==> src/rtl/any1_pkg.sv <==
// any1 memory sequencer shared types.
// Bus geometry, sequencer states and the unaligned select type.
package any1_pkg;

    localparam int BUS_BYTES = 16;

    typedef logic [31:0] usel_t;

    typedef enum logic [2:0] {
        IDLE,
        BUS1,
        WAIT1,
        BUS2,
        DONE
    } seq_state_t;

endpackage

==> src/rtl/any1_mem_sequencer_if.sv <==
// 128-bit classic-handshake data bus between sequencer and cache/bus.
// master = sequencer side, slave = memory side.
interface any1_mem_sequencer_if;

    logic         cyc_o;
    logic         stb_o;
    logic         we_o;
    logic [15:0]  sel_o;
    logic [31:0]  adr_o;
    logic [127:0] dat_o;
    logic         ack_i;
    logic         err_i;
    logic [127:0] dat_i;

    modport master (
        output cyc_o, stb_o, we_o, sel_o, adr_o, dat_o,
        input  ack_i, err_i, dat_i
    );

    modport slave (
        input  cyc_o, stb_o, we_o, sel_o, adr_o, dat_o,
        output ack_i, err_i, dat_i
    );

endinterface

==> src/rtl/any1_mem_align.sv <==
// Lane alignment: shifts select/store data out to the bus and
// merges/right-aligns the two returned bus words for loads.
module any1_mem_align
    import any1_pkg::*;
(
    input  logic [3:0]   sh,
    input  usel_t        sel,
    input  logic [127:0] stdat,
    output usel_t        s32,
    output logic [255:0] d256,
    input  logic [3:0]   ldsh,
    input  logic [127:0] lo,
    input  logic [127:0] hi,
    output logic [127:0] lddat
);

    assign s32   = sel << sh;
    assign d256  = {128'b0, stdat} << {sh, 3'b000};
    assign lddat = 128'({hi, lo} >> {ldsh, 3'b000});

endmodule

==> src/rtl/any1_mem_sequencer.sv <==
// Load/store sequencer onto the 128-bit classic-handshake bus.
// Optional ack timeout: define ANY1_SEQ_TIMEOUT_EN.
module any1_mem_sequencer
    import any1_pkg::*;
#(
    parameter int TMO_CYCLES = 255
) (
    input  logic         clk_i,
    input  logic         rst_i,
    input  logic         req_i,
    input  logic         we_i,
    input  logic [31:0]  adr_i,
    input  usel_t        sel_i,
    input  logic [127:0] stdat_i,
    output logic         rdy_o,
    output logic         done_o,
    output logic         err_o,
    output logic [127:0] lddat_o,
    any1_mem_sequencer_if.master bus
);

    if (TMO_CYCLES < 1 || TMO_CYCLES > 256) begin : g_bad_tmo
        $error("TMO_CYCLES must be in 1..256");
    end

    seq_state_t   state_q, state_d;
    logic         cyc_q, cyc_d;
    logic         stb_q, stb_d;
    logic         we_q, we_d;
    logic [15:0]  sel_q, sel_d;
    logic [31:0]  adr_q, adr_d;
    logic [127:0] dat_q, dat_d;
    logic [127:0] lo_q, lo_d;
    logic [127:0] hi_q, hi_d;
    logic [127:0] ld_q, ld_d;
    logic [3:0]   sh_q, sh_d;
    logic         two_q, two_d;
    logic [15:0]  selhi_q, selhi_d;
    logic [127:0] dhi_q, dhi_d;
    logic         wr_q, wr_d;
    logic         errs_q, errs_d;

    usel_t        s32;
    logic [255:0] d256;
    logic [127:0] merged;
    logic         ack;
    logic         tmo;
    logic         berr;
    logic         fin;

    any1_mem_align u_align (
        .sh    (adr_i[3:0]),
        .sel   (sel_i),
        .stdat (stdat_i),
        .s32   (s32),
        .d256  (d256),
        .ldsh  (sh_q),
        .lo    (lo_d),
        .hi    (hi_d),
        .lddat (merged)
    );

    // Simultaneous ack and err counts as an error.
    assign ack  = bus.ack_i | bus.err_i;
    assign berr = bus.err_i | tmo;
    assign fin  = ack | tmo;

`ifdef ANY1_SEQ_TIMEOUT_EN
    logic [7:0] cnt_q, cnt_d;
    logic       inbus;

    assign inbus = (state_q == BUS1) || (state_q == BUS2);
    assign tmo   = inbus && !ack && (cnt_q == 8'(TMO_CYCLES - 1));

    always_comb begin
        cnt_d = cnt_q;
        if ((state_d == BUS1 || state_d == BUS2) && state_d != state_q)
            cnt_d = '0;
        else if (inbus && !ack)
            cnt_d = cnt_q + 8'd1;
    end

    always_ff @(posedge clk_i) begin
        if (rst_i) cnt_q <= '0;
        else       cnt_q <= cnt_d;
    end
`else
    assign tmo = 1'b0;
`endif

    always_comb begin
        state_d = state_q;
        cyc_d   = cyc_q;
        stb_d   = stb_q;
        we_d    = we_q;
        sel_d   = sel_q;
        adr_d   = adr_q;
        dat_d   = dat_q;
        lo_d    = lo_q;
        hi_d    = hi_q;
        sh_d    = sh_q;
        two_d   = two_q;
        selhi_d = selhi_q;
        dhi_d   = dhi_q;
        wr_d    = wr_q;
        errs_d  = errs_q;
        unique case (state_q)
            IDLE: begin
                if (req_i) begin
                    sh_d    = adr_i[3:0];
                    two_d   = |s32[31:16];
                    selhi_d = s32[31:16];
                    dhi_d   = d256[255:128];
                    wr_d    = we_i;
                    errs_d  = 1'b0;
                    lo_d    = '0;
                    hi_d    = '0;
                    if (s32 == '0) begin
                        state_d = DONE;
                    end else begin
                        state_d = BUS1;
                        cyc_d   = 1'b1;
                        stb_d   = 1'b1;
                        we_d    = we_i;
                        sel_d   = s32[15:0];
                        adr_d   = {adr_i[31:4], 4'h0};
                        dat_d   = d256[127:0];
                    end
                end
            end
            BUS1: begin
                if (fin) begin
                    if (ack) lo_d = bus.dat_i;
                    stb_d  = 1'b0;
                    errs_d = berr;
                    if (berr || !two_q) begin
                        cyc_d   = 1'b0;
                        state_d = DONE;
                    end else begin
                        state_d = WAIT1;
                    end
                end
            end
            WAIT1: begin
                if (!bus.ack_i) begin
                    state_d = BUS2;
                    stb_d   = 1'b1;
                    sel_d   = selhi_q;
                    adr_d   = adr_q + 32'(BUS_BYTES);
                    dat_d   = dhi_q;
                end
            end
            BUS2: begin
                if (fin) begin
                    if (ack) hi_d = bus.dat_i;
                    cyc_d   = 1'b0;
                    stb_d   = 1'b0;
                    errs_d  = errs_q | berr;
                    state_d = DONE;
                end
            end
            DONE: begin
                state_d = IDLE;
            end
            default: begin
                state_d = IDLE;
            end
        endcase
    end

    // Load data is latched on the way into DONE so it is valid with done_o.
    always_comb begin
        ld_d = ld_q;
        if (state_d == DONE && !wr_q &&
            (state_q == BUS1 || state_q == BUS2))
            ld_d = merged;
    end

    always_ff @(posedge clk_i) begin
        if (rst_i) begin
            state_q <= IDLE;
            cyc_q   <= 1'b0;
            stb_q   <= 1'b0;
            we_q    <= 1'b0;
            sel_q   <= '0;
            adr_q   <= '0;
            dat_q   <= '0;
            lo_q    <= '0;
            hi_q    <= '0;
            ld_q    <= '0;
            sh_q    <= '0;
            two_q   <= 1'b0;
            selhi_q <= '0;
            dhi_q   <= '0;
            wr_q    <= 1'b0;
            errs_q  <= 1'b0;
        end else begin
            state_q <= state_d;
            cyc_q   <= cyc_d;
            stb_q   <= stb_d;
            we_q    <= we_d;
            sel_q   <= sel_d;
            adr_q   <= adr_d;
            dat_q   <= dat_d;
            lo_q    <= lo_d;
            hi_q    <= hi_d;
            ld_q    <= ld_d;
            sh_q    <= sh_d;
            two_q   <= two_d;
            selhi_q <= selhi_d;
            dhi_q   <= dhi_d;
            wr_q    <= wr_d;
            errs_q  <= errs_d;
        end
    end

    assign rdy_o     = (state_q == IDLE);
    assign done_o    = (state_q == DONE);
    assign err_o     = (state_q == DONE) && errs_q;
    assign lddat_o   = ld_q;
    assign bus.cyc_o = cyc_q;
    assign bus.stb_o = stb_q;
    assign bus.we_o  = we_q;
    assign bus.sel_o = sel_q;
    assign bus.adr_o = adr_q;
    assign bus.dat_o = dat_q;

endmodule

==> src/flat_wrapper.sv <==
// flat-port wrapper written by rule: the top's interface ports become plain ports
module any1_mem_sequencer_flat import any1_pkg::*;
#(
    parameter int TMO_CYCLES = 255
)
  (clk_i, rst_i, req_i, we_i, adr_i, sel_i, stdat_i, rdy_o, done_o, err_o, lddat_o, bus_cyc_o, bus_stb_o, bus_we_o, bus_sel_o, bus_adr_o, bus_dat_o, bus_ack_i, bus_err_i, bus_dat_i);
  any1_mem_sequencer_if bus_i ();
  input  logic clk_i;
  input  logic rst_i;
  input  logic req_i;
  input  logic we_i;
  input  logic [31:0] adr_i;
  input  usel_t sel_i;
  input  logic [127:0] stdat_i;
  output logic rdy_o;
  output logic done_o;
  output logic err_o;
  output logic [127:0] lddat_o;
  output wire logic [$bits(bus_i.cyc_o)-1:0] bus_cyc_o;
  output wire logic [$bits(bus_i.stb_o)-1:0] bus_stb_o;
  output wire logic [$bits(bus_i.we_o)-1:0] bus_we_o;
  output wire logic [$bits(bus_i.sel_o)-1:0] bus_sel_o;
  output wire logic [$bits(bus_i.adr_o)-1:0] bus_adr_o;
  output wire logic [$bits(bus_i.dat_o)-1:0] bus_dat_o;
  input wire logic [$bits(bus_i.ack_i)-1:0] bus_ack_i;
  input wire logic [$bits(bus_i.err_i)-1:0] bus_err_i;
  input wire logic [$bits(bus_i.dat_i)-1:0] bus_dat_i;
  assign bus_cyc_o = bus_i.cyc_o;
  assign bus_stb_o = bus_i.stb_o;
  assign bus_we_o = bus_i.we_o;
  assign bus_sel_o = bus_i.sel_o;
  assign bus_adr_o = bus_i.adr_o;
  assign bus_dat_o = bus_i.dat_o;
  assign bus_i.ack_i = bus_ack_i;
  assign bus_i.err_i = bus_err_i;
  assign bus_i.dat_i = bus_dat_i;
  any1_mem_sequencer #(.TMO_CYCLES(TMO_CYCLES)) u_core (.clk_i(clk_i), .rst_i(rst_i), .req_i(req_i), .we_i(we_i), .adr_i(adr_i), .sel_i(sel_i), .stdat_i(stdat_i), .rdy_o(rdy_o), .done_o(done_o), .err_o(err_o), .lddat_o(lddat_o), .bus(bus_i));
endmodule
==> config.mk <==
export PLATFORM = sky130hd
export DESIGN_NAME = any1_mem_sequencer_flat
export DESIGN_NICKNAME = d
export VERILOG_FILES = /design/src/rtl/any1_pkg.sv /design/src/rtl/any1_mem_sequencer_if.sv /design/src/rtl/any1_mem_align.sv /design/src/rtl/any1_mem_sequencer.sv /design/src/flat_wrapper.sv
export SDC_FILE = /design/constraint.sdc
export NUM_CORES = 2
export LEC_CHECK = 0
export CAP_MARGIN = 10
export CORE_ASPECT_RATIO = 1.1
export CORE_MARGIN = 2
export CORE_UTILIZATION = 37
export DETAILED_ROUTE_END_ITERATION = 7
export PLACE_DENSITY = 0.58
export SLEW_MARGIN = 15
export SYNTH_ARGS = -nofsm -noshare
export SYNTH_HDL_FRONTEND = slang
export SYNTH_SLANG_ARGS = --single-unit
==> constraint.sdc <==
create_clock -name clk_i -period 4.88 [get_ports clk_i]
set_input_delay 0.732 -clock clk_i [delete_from_list [all_inputs] [get_ports clk_i]]
set_output_delay 0.732 -clock clk_i [all_outputs]
set_load 0.02 [all_outputs]
==> metrics.yaml <==
ys_ff_latch: 697
status: "finished, violations left"
crit_path_end_kind: "flop"
synth-async-reset-ratio_pct: 0
ys_top_cells_by_count: "697 x dfxtp_1, 599 x nor2_1, 464 x nand2_1, 408 x clkbuf_1, 381 x mux2i_1"
cts.path.max_buffers: 3
hpwlAfterDp_mm: 166
port_buffers: 631
yosysTopAreaCellShare_pct: 34.0
fillers: 10812
cp.arrival_ps: 4520
postCtsSetupRepairBufs: 0
synth_area_leaders: "dfxtp_1 34%, mux2i_1 9.3%, mux4_2 5.5%"
avgSynthCellArea_um2: 8.31
vias_per_cell: 6.49
p_switching_mw: 6.10
cts_max_level: 3
area_growth_pct: 26.0
finalClockSkew_ps: 39.8
max_freq_ghz: 0.249
irDropWorstVdd_uv: 217
start_util_pct: 37.2
die_h_um: 353
seq_area_frac_synth_pct: 34.0
dp_slack_ps: 207
core-area_um2: 110000
grt_max_degree: 186
worst-path-max-fanout: 83
grt_overflow: 0
wl_mm: 224
synth.most_common_cell: "dfxtp_1"
ys.flop_type: "dfxtp_1"
syn-cell-area_um2: 41100
syn_inst: 4942
ys_types: 71
drv_slew: 0
switching_share_pct: 34.6
power_frac_comb_pct: 26.6
period_share_pct: 82.2
worstSkewPairLatency_ps: 700
p_per_area_nw_per_um2: 341
clockPowerShare_pct: 37.1
synth_warnings: 0
fin_ws_ps: 869
power_frac_seq_pct: 36.3
crit_required_ps: 5390
layout.nets: 5637
slew-limit-headroom_pct: 15.2
clock-sinks: 697
drive_gt1_share_pct: 11.6
cts_root_buf: "clkbuf_16"
crit_type: "in -> reg"
setup_viol: 0
synth_edf_count: 0
die-area_um2: 114000
clkSlewWorstSetupHoldPaths_ps: 60
ios: 636
max_cap_viol_count: 0
grt_pass1_vias: 41807
violations: "design-rule violations"
gp_congestion: 1.03
p_int_mw: 11.6
die_w_um: 322
fin_setup_tns_ps: 0
cts_tree: "built"
cts_hold_buf: 0
grt_pass1_wl_mm: 313
setup.worst_path.start_class: "input port"
drt_first_iter_violations: 5173
wl_per_cell_um: 32.9
worst_pin_slew_ps: 1260
num_vias: 44165
hold_path_class: "reg -> reg"
post-place-cells: 6656
global_route.usage.total_pct: 37.8
cts_buffers: 82
drtAntennaViolNets: 0
yosysTopAreaCell: "dfxtp_1"
cts-resized-gates: 0
layout_min_cycle_time_ps: 4010
finalNonFillerCells: 6808
drc: 1
antenna_found_initial: 12
firstDrtPassIters: 8
rows: 128
leakage_nw: 19.1
hold_viol: 0
rsz0062_at_grt: "false"
-- cell usage in the layout (no fill, tap or decap), types with 118 or more instances in the layout --
cell             netlist  layout
dfxtp_1              697     694
clkdlybuf4s50_1        0     626
nor2_1               599     592
nand2_1              464     462
mux2i_1              381     381
a21oi_1              346     346
o21ai_0              341     341
buf_4                  6     162
nor3_1               140     136
a32oi_1              135     135
mux2_2               134     134
a211oi_1             132     132
a32o_1               121     121
and2_1               119     118
-- through the flow --
stage               hold WS [ps]  power [mW]  instance area, µm²  util (%)
global route                 470        18.1               51700      46.9
CTS                          411        17.5               51700      46.9
floorplan                    432        8.83               41100         -
finish                       451        17.7               51700      46.9
global placement             439        11.1               48900      44.3
detailed placement           445        11.1               48900      44.3
-- power groups by stage --
stage / Sequential (mW) / Combinational [mW] / Clock (mW)
global route: 6.42 / 4.88 / 6.78
global placement: 6.52 / 4.57 / 0
detailed placement: 6.51 / 4.57 / 0
CTS: 6.39 / 4.59 / 6.57
floorplan: 6.60 / 2.23 / 0
finish: 6.41 / 4.70 / 6.55
-- cell families after synthesis --
family                     after synthesis  share of synthesized area (%)
muxes                                  615                           18.4
adders and majority gates                1                         0.0305
AOI/OAI and AO/OA                     1614                           27.0
other                                    1                        0.00913
DFF                                    697                           34.0
buffers and inverters                  549                           5.21
and+or+nand+nor                       1465                           15.4
-- flip-flops by register name, summed over array words and instances (netlist names), 3 cells and up --
register,flops
u_core.bus.sel_o,16
u_core.sh_q,4
u_core.lo_q,128
u_core.state_q,3
u_core.selhi_q,16
u_core.dhi_q,120
u_core.hi_q,120
u_core.lddat_o,128
u_core.bus.dat_o,128
u_core.bus.adr_o,28
-- layer usage --
metal	up-vias	share of wire [%]	GRT usage (%)
li1	19206	-	-
met1	21719	37	44.9
met2	2608	46	61.4
met3	620	8.7	7.16
met4	12	8.3	26.3
met5	-	0.039	0
-- critical path: stages --
cell and delay, ps:
clkdlybuf4s50_1 520, mux4_2 570, mux4_2 520, or3_1 330, a221oi_2 190, o2111ai_1 380, o31a_2 490, buf_12 240
buf_4 290, o211ai_1 130, a21oi_1 90
-- layout make-up --
| type | instances | area [µm²] | area share [%] |
|---|---|---|---|
| clock inverter | 38 | 447 | 0.863 |
| tap | 1430 | 1790 | 3.46 |
| clock buffer | 111 | 2360 | 4.56 |
| timing repair buffer | 815 | 8000 | 15.5 |
| multi-input combinational | 3699 | 25100 | 48.5 |
| antenna | 3 | 7.51 | 0.0145 |
| inverter | 15 | 73.8 | 0.143 |
| sequential | 697 | 14000 | 27.0 |
-- worst paths after layout --
path                          start              endpoint  slack [ps]  depth (start not counted)
setup / recovery           sel_i[3]  u_core.bus.dat_o[83]         870                         11
hold / removal     u_core.dhi_q[10]      u_core.dhi_q[10]         450                          2
setup reg to reg  u_core.state_q[0]    u_core.lddat_o[59]        1050                         10
hold reg to reg    u_core.dhi_q[10]      u_core.dhi_q[10]         450                          2
Note: power is estimated with default switching activity, not from simulation.
